==> src/rtl/seq_mult_controller.sv <==
// -----------------------------------------------------------------------------
// seq_mult_controller
//
// Control and accumulate stage of a shift-and-add sequential multiplier. It
// drives the load/shift/ready inputs of two external shift registers (a
// 2W-bit left-shifting multiplicand register and a W-bit right-shifting
// multiplier register), consumes their outputs each cycle and accumulates the
// 2W-bit product. A start/done handshake frames each multiplication.
//
// Optional feature (compile-time macro):
//   EARLY_TERM_EN  - when defined, a RUN cycle that sees multiplierZero=1 ends
//                    the run early (no shift, no add that cycle). When
//                    undefined, multiplierZero is ignored and every run lasts
//                    exactly WORD_LENGTH cycles.
//
// Parameters:
//   WORD_LENGTH     operand width W; product/multiplicand path is 2W
//
// Ports:
//   clk             in   1   clock, all logic on posedge
//   reset           in   1   synchronous, active-high
//   start           in   1   request a new multiplication (sampled in IDLE)
//   multiplicandIn  in   2W  parallel output of the multiplicand register
//   multiplierLsb   in   1   bit 0 of the multiplier register
//   multiplierZero  in   1   multiplier register currently holds zero
//   loadRegs        out  1   load both shift registers
//   shiftRegs       out  1   shift both shift registers
//   readyOut        out  1   ready to the shift registers (mirrors done)
//   busy            out  1   high in LOAD and RUN
//   done            out  1   one-cycle pulse, product valid
//   product         out  2W  accumulated product
// -----------------------------------------------------------------------------
module seq_mult_controller #(
  parameter int WORD_LENGTH = 8
) (
  input  logic                       clk,
  input  logic                       reset,
  input  logic                       start,
  input  logic [2*WORD_LENGTH-1:0]   multiplicandIn,
  input  logic                       multiplierLsb,
  input  logic                       multiplierZero,
  output logic                       loadRegs,
  output logic                       shiftRegs,
  output logic                       readyOut,
  output logic                       busy,
  output logic                       done,
  output logic [2*WORD_LENGTH-1:0]   product
);

  localparam int PW = 2 * WORD_LENGTH;
  localparam int CW = $clog2(WORD_LENGTH + 1);

  localparam logic [CW-1:0] COUNT_ZERO = {CW{1'b0}};
  localparam logic [CW-1:0] COUNT_ONE  = {{(CW-1){1'b0}}, 1'b1};
  localparam logic [CW-1:0] COUNT_LAST = CW'(WORD_LENGTH - 1);

  typedef enum logic [1:0] {
    IDLE = 2'd0,
    LOAD = 2'd1,
    RUN  = 2'd2,
    DONE = 2'd3
  } state_t;

  state_t          state_r;
  logic [CW-1:0]   count_r;
  logic [PW-1:0]   product_r;
  logic            load_r;
  logic            shift_r;
  logic            busy_r;
  logic            done_r;
  logic            early_stop_s;

`ifdef EARLY_TERM_EN
  // A zero multiplier means every remaining partial product is zero, so the
  // run can end now without changing the result.
  assign early_stop_s = (state_r == RUN) && multiplierZero;
`else
  logic unused_multiplier_zero_s;
  assign early_stop_s             = 1'b0;
  assign unused_multiplier_zero_s = multiplierZero;
`endif

  // Control FSM, cycle counter and product accumulator. Control outputs are
  // registered as the decode of the state being entered, so they always match
  // the current state.
  always_ff @(posedge clk) begin
    if (reset) begin
      state_r   <= IDLE;
      count_r   <= COUNT_ZERO;
      product_r <= {PW{1'b0}};
      load_r    <= 1'b0;
      shift_r   <= 1'b0;
      busy_r    <= 1'b0;
      done_r    <= 1'b0;
    end else begin
      case (state_r)
        IDLE: begin
          if (start) begin
            state_r <= LOAD;
            load_r  <= 1'b1;
            busy_r  <= 1'b1;
          end else begin
            state_r <= IDLE;
            load_r  <= 1'b0;
            busy_r  <= 1'b0;
          end
          shift_r <= 1'b0;
          done_r  <= 1'b0;
        end

        LOAD: begin
          state_r   <= RUN;
          count_r   <= COUNT_ZERO;
          product_r <= {PW{1'b0}};
          load_r    <= 1'b0;
          shift_r   <= 1'b1;
          busy_r    <= 1'b1;
          done_r    <= 1'b0;
        end

        RUN: begin
          load_r <= 1'b0;
          if (early_stop_s) begin
            // Nothing left to add; this cycle neither shifts nor accumulates.
            state_r <= DONE;
            shift_r <= 1'b0;
            busy_r  <= 1'b0;
            done_r  <= 1'b1;
          end else begin
            if (multiplierLsb) begin
              product_r <= product_r + multiplicandIn;
            end else begin
              product_r <= product_r;
            end
            count_r <= count_r + COUNT_ONE;
            // count is still the pre-increment value here, so the run covers
            // counts 0..W-1, i.e. exactly W cycles.
            if (count_r == COUNT_LAST) begin
              state_r <= DONE;
              shift_r <= 1'b0;
              busy_r  <= 1'b0;
              done_r  <= 1'b1;
            end else begin
              state_r <= RUN;
              shift_r <= 1'b1;
              busy_r  <= 1'b1;
              done_r  <= 1'b0;
            end
          end
        end

        DONE: begin
          state_r <= IDLE;
          load_r  <= 1'b0;
          shift_r <= 1'b0;
          busy_r  <= 1'b0;
          done_r  <= 1'b0;
        end

        default: begin
          state_r <= IDLE;
          count_r <= COUNT_ZERO;
          load_r  <= 1'b0;
          shift_r <= 1'b0;
          busy_r  <= 1'b0;
          done_r  <= 1'b0;
        end
      endcase
    end
  end

  assign loadRegs  = load_r;
  // The early-stop cycle must not shift: the zero flag is only known during
  // that cycle, so it gates the registered shift request directly.
  assign shiftRegs = shift_r & ~early_stop_s;
  assign readyOut  = done_r;
  assign busy      = busy_r;
  assign done      = done_r;
  assign product   = product_r;

endmodule

==> config.mk <==
export PLATFORM = sky130hd
export DESIGN_NAME = seq_mult_controller
export DESIGN_NICKNAME = d
export VERILOG_FILES = /design/src/rtl/seq_mult_controller.sv
export SDC_FILE = /design/constraint.sdc
export NUM_CORES = 1
export LEC_CHECK = 0
export CAP_MARGIN = 30
export CORE_MARGIN = 4
export CORE_UTILIZATION = 30
export CTS_BUF_LIST = sky130_fd_sc_hd__clkbuf_2 sky130_fd_sc_hd__clkbuf_4 sky130_fd_sc_hd__clkbuf_8
export DETAILED_ROUTE_END_ITERATION = 12
export PLACE_DENSITY = 0.53
export SLEW_MARGIN = 20
export SYNTH_ARGS = -nofsm -noshare
export SYNTH_HDL_FRONTEND = slang
export SYNTH_SLANG_ARGS = --single-unit
==> constraint.sdc <==
create_clock -name clk -period 2.2 [get_ports clk]
set_clock_uncertainty 0.1 [all_clocks]
set_input_delay 0.44 -clock clk [delete_from_list [all_inputs] [get_ports clk]]
set_output_delay 0.44 -clock clk [all_outputs]
set_load 0.02 [all_outputs]
# [After elaboration in Yosys (flattened, before gate mapping)]
# Index checks and enable logic that the tools add are counted.
[classes] n_addsub=2 n_mul=0 n_div=0 order_cmp=0 eq_ne=5 shift=0 mux=13 n_bitwise=0 reduce_logical=6
[ops] cell="case mux 16 bit (2 select lines)" count=1
[ops] cell="adder 16 bit" count=1
[ops] cell="two-way mux 16 bit" count=1
[ops] cell="case mux 2 bit (4 select lines)" count=1
[ops] cell="case mux 4 bit (2 select lines)" count=1
[ops] cell="OR reduction 3 bit" count=2
[ops] cell="two-way mux 1 bit" count=5
[ops] cell="adder 4 x 1 -> 4 bit (second input constant)" count=1
[ops] cell="equality test 2 bit (second input constant)" count=2
[ops] cell="equality test 4 x 3 -> 1 bit (second input constant)" count=1
[ops] cell="case mux 1 bit (2 select lines)" count=2
[ops] cell="case mux 1 bit (4 select lines)" count=1
[ops] cell="case mux 1 bit (3 select lines)" count=1
[ops] cell="equality test 2 x 1 -> 1 bit (second input constant)" count=1
[ops] cell="zero test 2 bit" count=1
[ops] cell="inequality test 2 bit (second input constant)" count=1
[ops] cell="AND reduction 2 bit" count=1
[ops] cell="nonzero test 2 bit" count=1
[ops] cell="OR reduction 2 bit" count=1
[word_totals] regBits=26 latch_bits=0 mem_bits_rw=0 romBits=0 inputBits=21 output_inout_bits=21 word_cells=33 n_memories=0

# [Logic depth before layout (Yosys ltp)]
[logic_depth] ltp_word=3 depth_mapped=11 depth_no_buf=9

# [Worst setup path before layout]
# OpenSTA, ideal clock, no wires.
[synth_timing] kind="register to register" start="register product_r[0], in the netlist product[0]" end="register product_r[12], in the netlist product[12]" t_arrival_ns=2.082 path_slack_ns=-0.099 path_stages_with_launch=10 path_buffers=0 period_less_slack_ns=2.299 cell_sequence="dfxtp_1 -> ha_1 -> inv_1 -> fa_1 -> nand2b_1 -> a21oi_1 -> o211ai_1 -> a21oi_1 -> mux2i_1 -> nand2_1"
[synth_between] elab_chain_cells=3
[synth_rtl] item="from (decl)" line_no="66" source="logic [PW-1:0] product_r;"
[synth_rtl] item="from (signal assigned)" line_no="90" source="product_r <= {PW{1'b0}};"
[synth_rtl] item="from (signal assigned)" line_no="114" source="product_r <= {PW{1'b0}};"
[synth_rtl] item="from (signal assigned)" line_no="131" source="product_r <= product_r + multiplicandIn;"
[synth_rtl] item="adder 16 bit" line_no="131"
[synth_rtl] item="two-way mux 16 bit" line_no="130" source="if (multiplierLsb) begin"
[synth_rtl] item="case mux 16 bit (2 select lines)" line_no="96" source="case (state_r)"
# Every way passes these cells. The select of a mux whose other input is x is not followed.
# A chain may end at the register's enable or synchronous reset.

# [Worst setup path after layout]
[layout_timing] start="input port multiplicandIn[3]" end="register product_r[15], in the netlist product[15]"
[layout_between] elab_chain_cells=3
[layout_rtl] item="from (decl)" line_no="39" source="input logic [2*WORD_LENGTH-1:0] multiplicandIn,"
[layout_rtl] item="adder 16 bit" line_no="131"
[layout_rtl] item="two-way mux 16 bit" line_no="130"
[layout_rtl] item="case mux 16 bit (2 select lines)" line_no="96"
[layout_rtl] item="to (signal assigned)" line_no="90"
[layout_rtl] item="to (signal assigned)" line_no="131"
[layout_rtl] item="to (signal assigned)" line_no="133" source="product_r <= product_r;"
# Every way passes these cells. The select of a mux whose other input is x is not followed.

==> impl_metrics.tcl <==
set metrics [dict create \
    insertion_delay_ps 270 \
    grt_use_met3 0.0265 \
    dr.first_iter.drc_count 33 \
    die-area_um2 7110 \
    ys.warnings.count 0 \
    fillers 558 \
    ys_types 43 \
    power.switching_w 0.000328 \
    ant_nets 0 \
    max_freq_ghz 0.468 \
    layout-drive-gt1-share 0.191 \
    wl_per_cell_um 12.0 \
    startpoint_type "primary input" \
    max-vdd-ir-drop_mv 0.234 \
    gr-total-overflow 0 \
    final_util 0.462 \
    clock_sinks 26 \
    grt_max_degree 17 \
    io_pins 42 \
    status "finished, final reports clean" \
    maxSlewHeadroom 0.790 \
    intPower_w 0.000896 \
    grt_util_met2 0.204 \
    power_density_nw_per_um2 475 \
    maxCapViolations 0 \
    dp.cells 345 \
    clk_pin_slew_ps 100 \
    slew_violations 0 \
    grt_busiest_layer "met2" \
    tightest_slew_ps 314 \
    gp_congestion 0.788 \
    area_growth_pct 47.4 \
    via_per_inst 4.74 \
    final_cells 349 \
    path_max_fanout 4 \
    num_antenna_cells 0 \
    drc 0 \
    coreArea_um2 5570 \
    syn-num-nets 254 \
    grt_pass1_vias 1652 \
    globalRouteMet1Util 0.165 \
    cp.required_ps 2280 \
    hp-class "flop to flop" \
    rsz0062_at_grt "true" \
    cts_made_buffers 3 \
    io_buffers 40 \
    combinationalPowerShare 0.262 \
    seqPwrFrac 0.411 \
    fp.dieH_um 84.3 \
    cp_data_arrival_time_ps 2210 \
    via_count 1653 \
    crit_type "primary input to flop" \
    clockBufferDepth 2 \
    root_buffer "clkbuf_8" \
    final_common_cell "clkdlybuf4s50_1" \
    start_util 0.314 \
    p_clk_frac 0.327 \
    wirelength_um 4200 \
    gr-usage-all-layers 0.124 \
    dr.pass1.iters 4 \
    dieWidth_um 84.3 \
    synth-seq-area-share 0.298 \
    leakagePower_nw 1.06 \
    final_cell_mix "clkdlybuf4s50_1 (37), buf_4 (28), dfxtp_1 (25)" \
    hold_viol 0 \
    fin_nets 320 \
    cts_tree "built" \
    antenna_found_initial 0 \
    grt_pass1_wl_um 7470 \
    htreeDepth 1 \
    netlist_area_um2 1750 \
    ys_seq_elements 26 \
    end_kind "flop" \
    tns_ps 0 \
    dp_hpwl_um 3310 \
    avgSynthCellArea_um2 8.24 \
    min_period_over_period 0.972 \
    p_sw_frac 0.268 \
    row_count 27 \
    netlist_instances 212 \
    setup_viol 0 \
    min_period_ps 2140 \
]
## state kept, by name (all words and copies together) (netlist names)
name / cells
shiftRegs: 1
state_r: 2
done: 1
count_r: 4
product: 16
loadRegs: 1
busy: 1
## power by group through the flow
stage,clock (W),combinational (W),sequential (W)
5_1_grt,0.000441,0.000355,0.000507
4_1_cts,0.000426,0.000311,0.000502
3_5_place_dp,0,0.000306,0.000513
2_1_floorplan,0,0.000158,0.000529
6_report,0.000401,0.000321,0.000503
3_3_place_gp,0,0.000307,0.000512
## critical path: stages
cell and delay (ps):
clkdlybuf4s50_1 450, ha_4 300, o211ai_1 120, o211ai_2 300, nand3_1 160, buf_4 170, nand3_1 60, nand3_1 70
a21o_1 150
## stage by stage
step                hold WS [ps]  total power (W)  setup slack [ps]  area, um^2
global placement             359         0.000820              -415        2400
floorplan                    363         0.000687              26.3        1750
detailed placement           364         0.000819              -483        2400
CTS                          380          0.00124              8.91        2500
finish                       370          0.00122              62.4        2580
global route                 399          0.00130             -10.7        2580
## cell type report
cell class | instances | area, um^2 | share of cell area
clock buffer | 3 | 41.3 | 0.0160
clock inverter | 1 | 30.0 | 0.0117
inverter | 7 | 26.3 | 0.0102
multi-input combinational | 172 | 1250 | 0.486
sequential | 26 | 522 | 0.203
tap | 72 | 90.1 | 0.0350
timing repair buffer | 68 | 614 | 0.238
## per-layer routing
layer	up-vias	part of all wire
li1	877	-
met1	746	0.49
met2	28	0.47
met3	2	0.043
met4	0	0.0057
met5	-	0
## what timing repair did
action	4_1_cts	5_1_grt
setup buffers	1	0
hold buffers	0	0
gates resized for setup	6	15
endpoints found under the setup margin	6	9
pin swaps	5	11
## final timing paths
| path | startpoint | endpoint | slack [ps] | cells after the start |
|---|---|---|---|---|
| max | multiplicandIn[3] | product[15] | 60 | 9 |
| min | product[14] | product[14] | 370 | 2 |
| max reg2reg | product[0] | product[12] | 170 | 9 |
| min reg2reg | product[14] | product[14] | 370 | 2 |
## logic make-up after synthesis
family / after synthesis / share of synthesized area
compound gates: 57 / 0.209
fa+ha+maj: 21 / 0.155
xor+xnor: 10 / 0.0501
simple gates: 82 / 0.233
mux: 2 / 0.0122
buf+inv: 14 / 0.0437
flops: 26 / 0.298
## cells in the mapped netlist, drive strengths merged
master	n	area (um^2)
dfxtp	26	521
nor2	23	86.3
a21oi	22	125
nand2	22	82.6
ha	20	250
o21ai	16	80.1
nand3	8	40.0
inv	7	26.3
nand2b	7	51.3
buf	5	42.5
nor3b	5	37.5
or3	5	31.3
xnor2	5	43.8
xor2	5	43.8
a22oi	4	30.0
o211ai	4	35.0
and3	3	18.8
nor3	3	15.0
a211oi	2	20.0
a21o	2	15.0
a22o	2	17.5
a31oi	2	18.8
and2	2	15.0
clkbuf	2	7.51
nor2b	2	12.5
a32oi	1	8.76
and4	1	8.76
fa	1	20.0
mux2	1	11.3
mux2i	1	10.0
nand3b	1	7.51
o21a	1	7.51
o21bai	1	7.51
No activity file was read; power rests on OpenSTA's default activity.
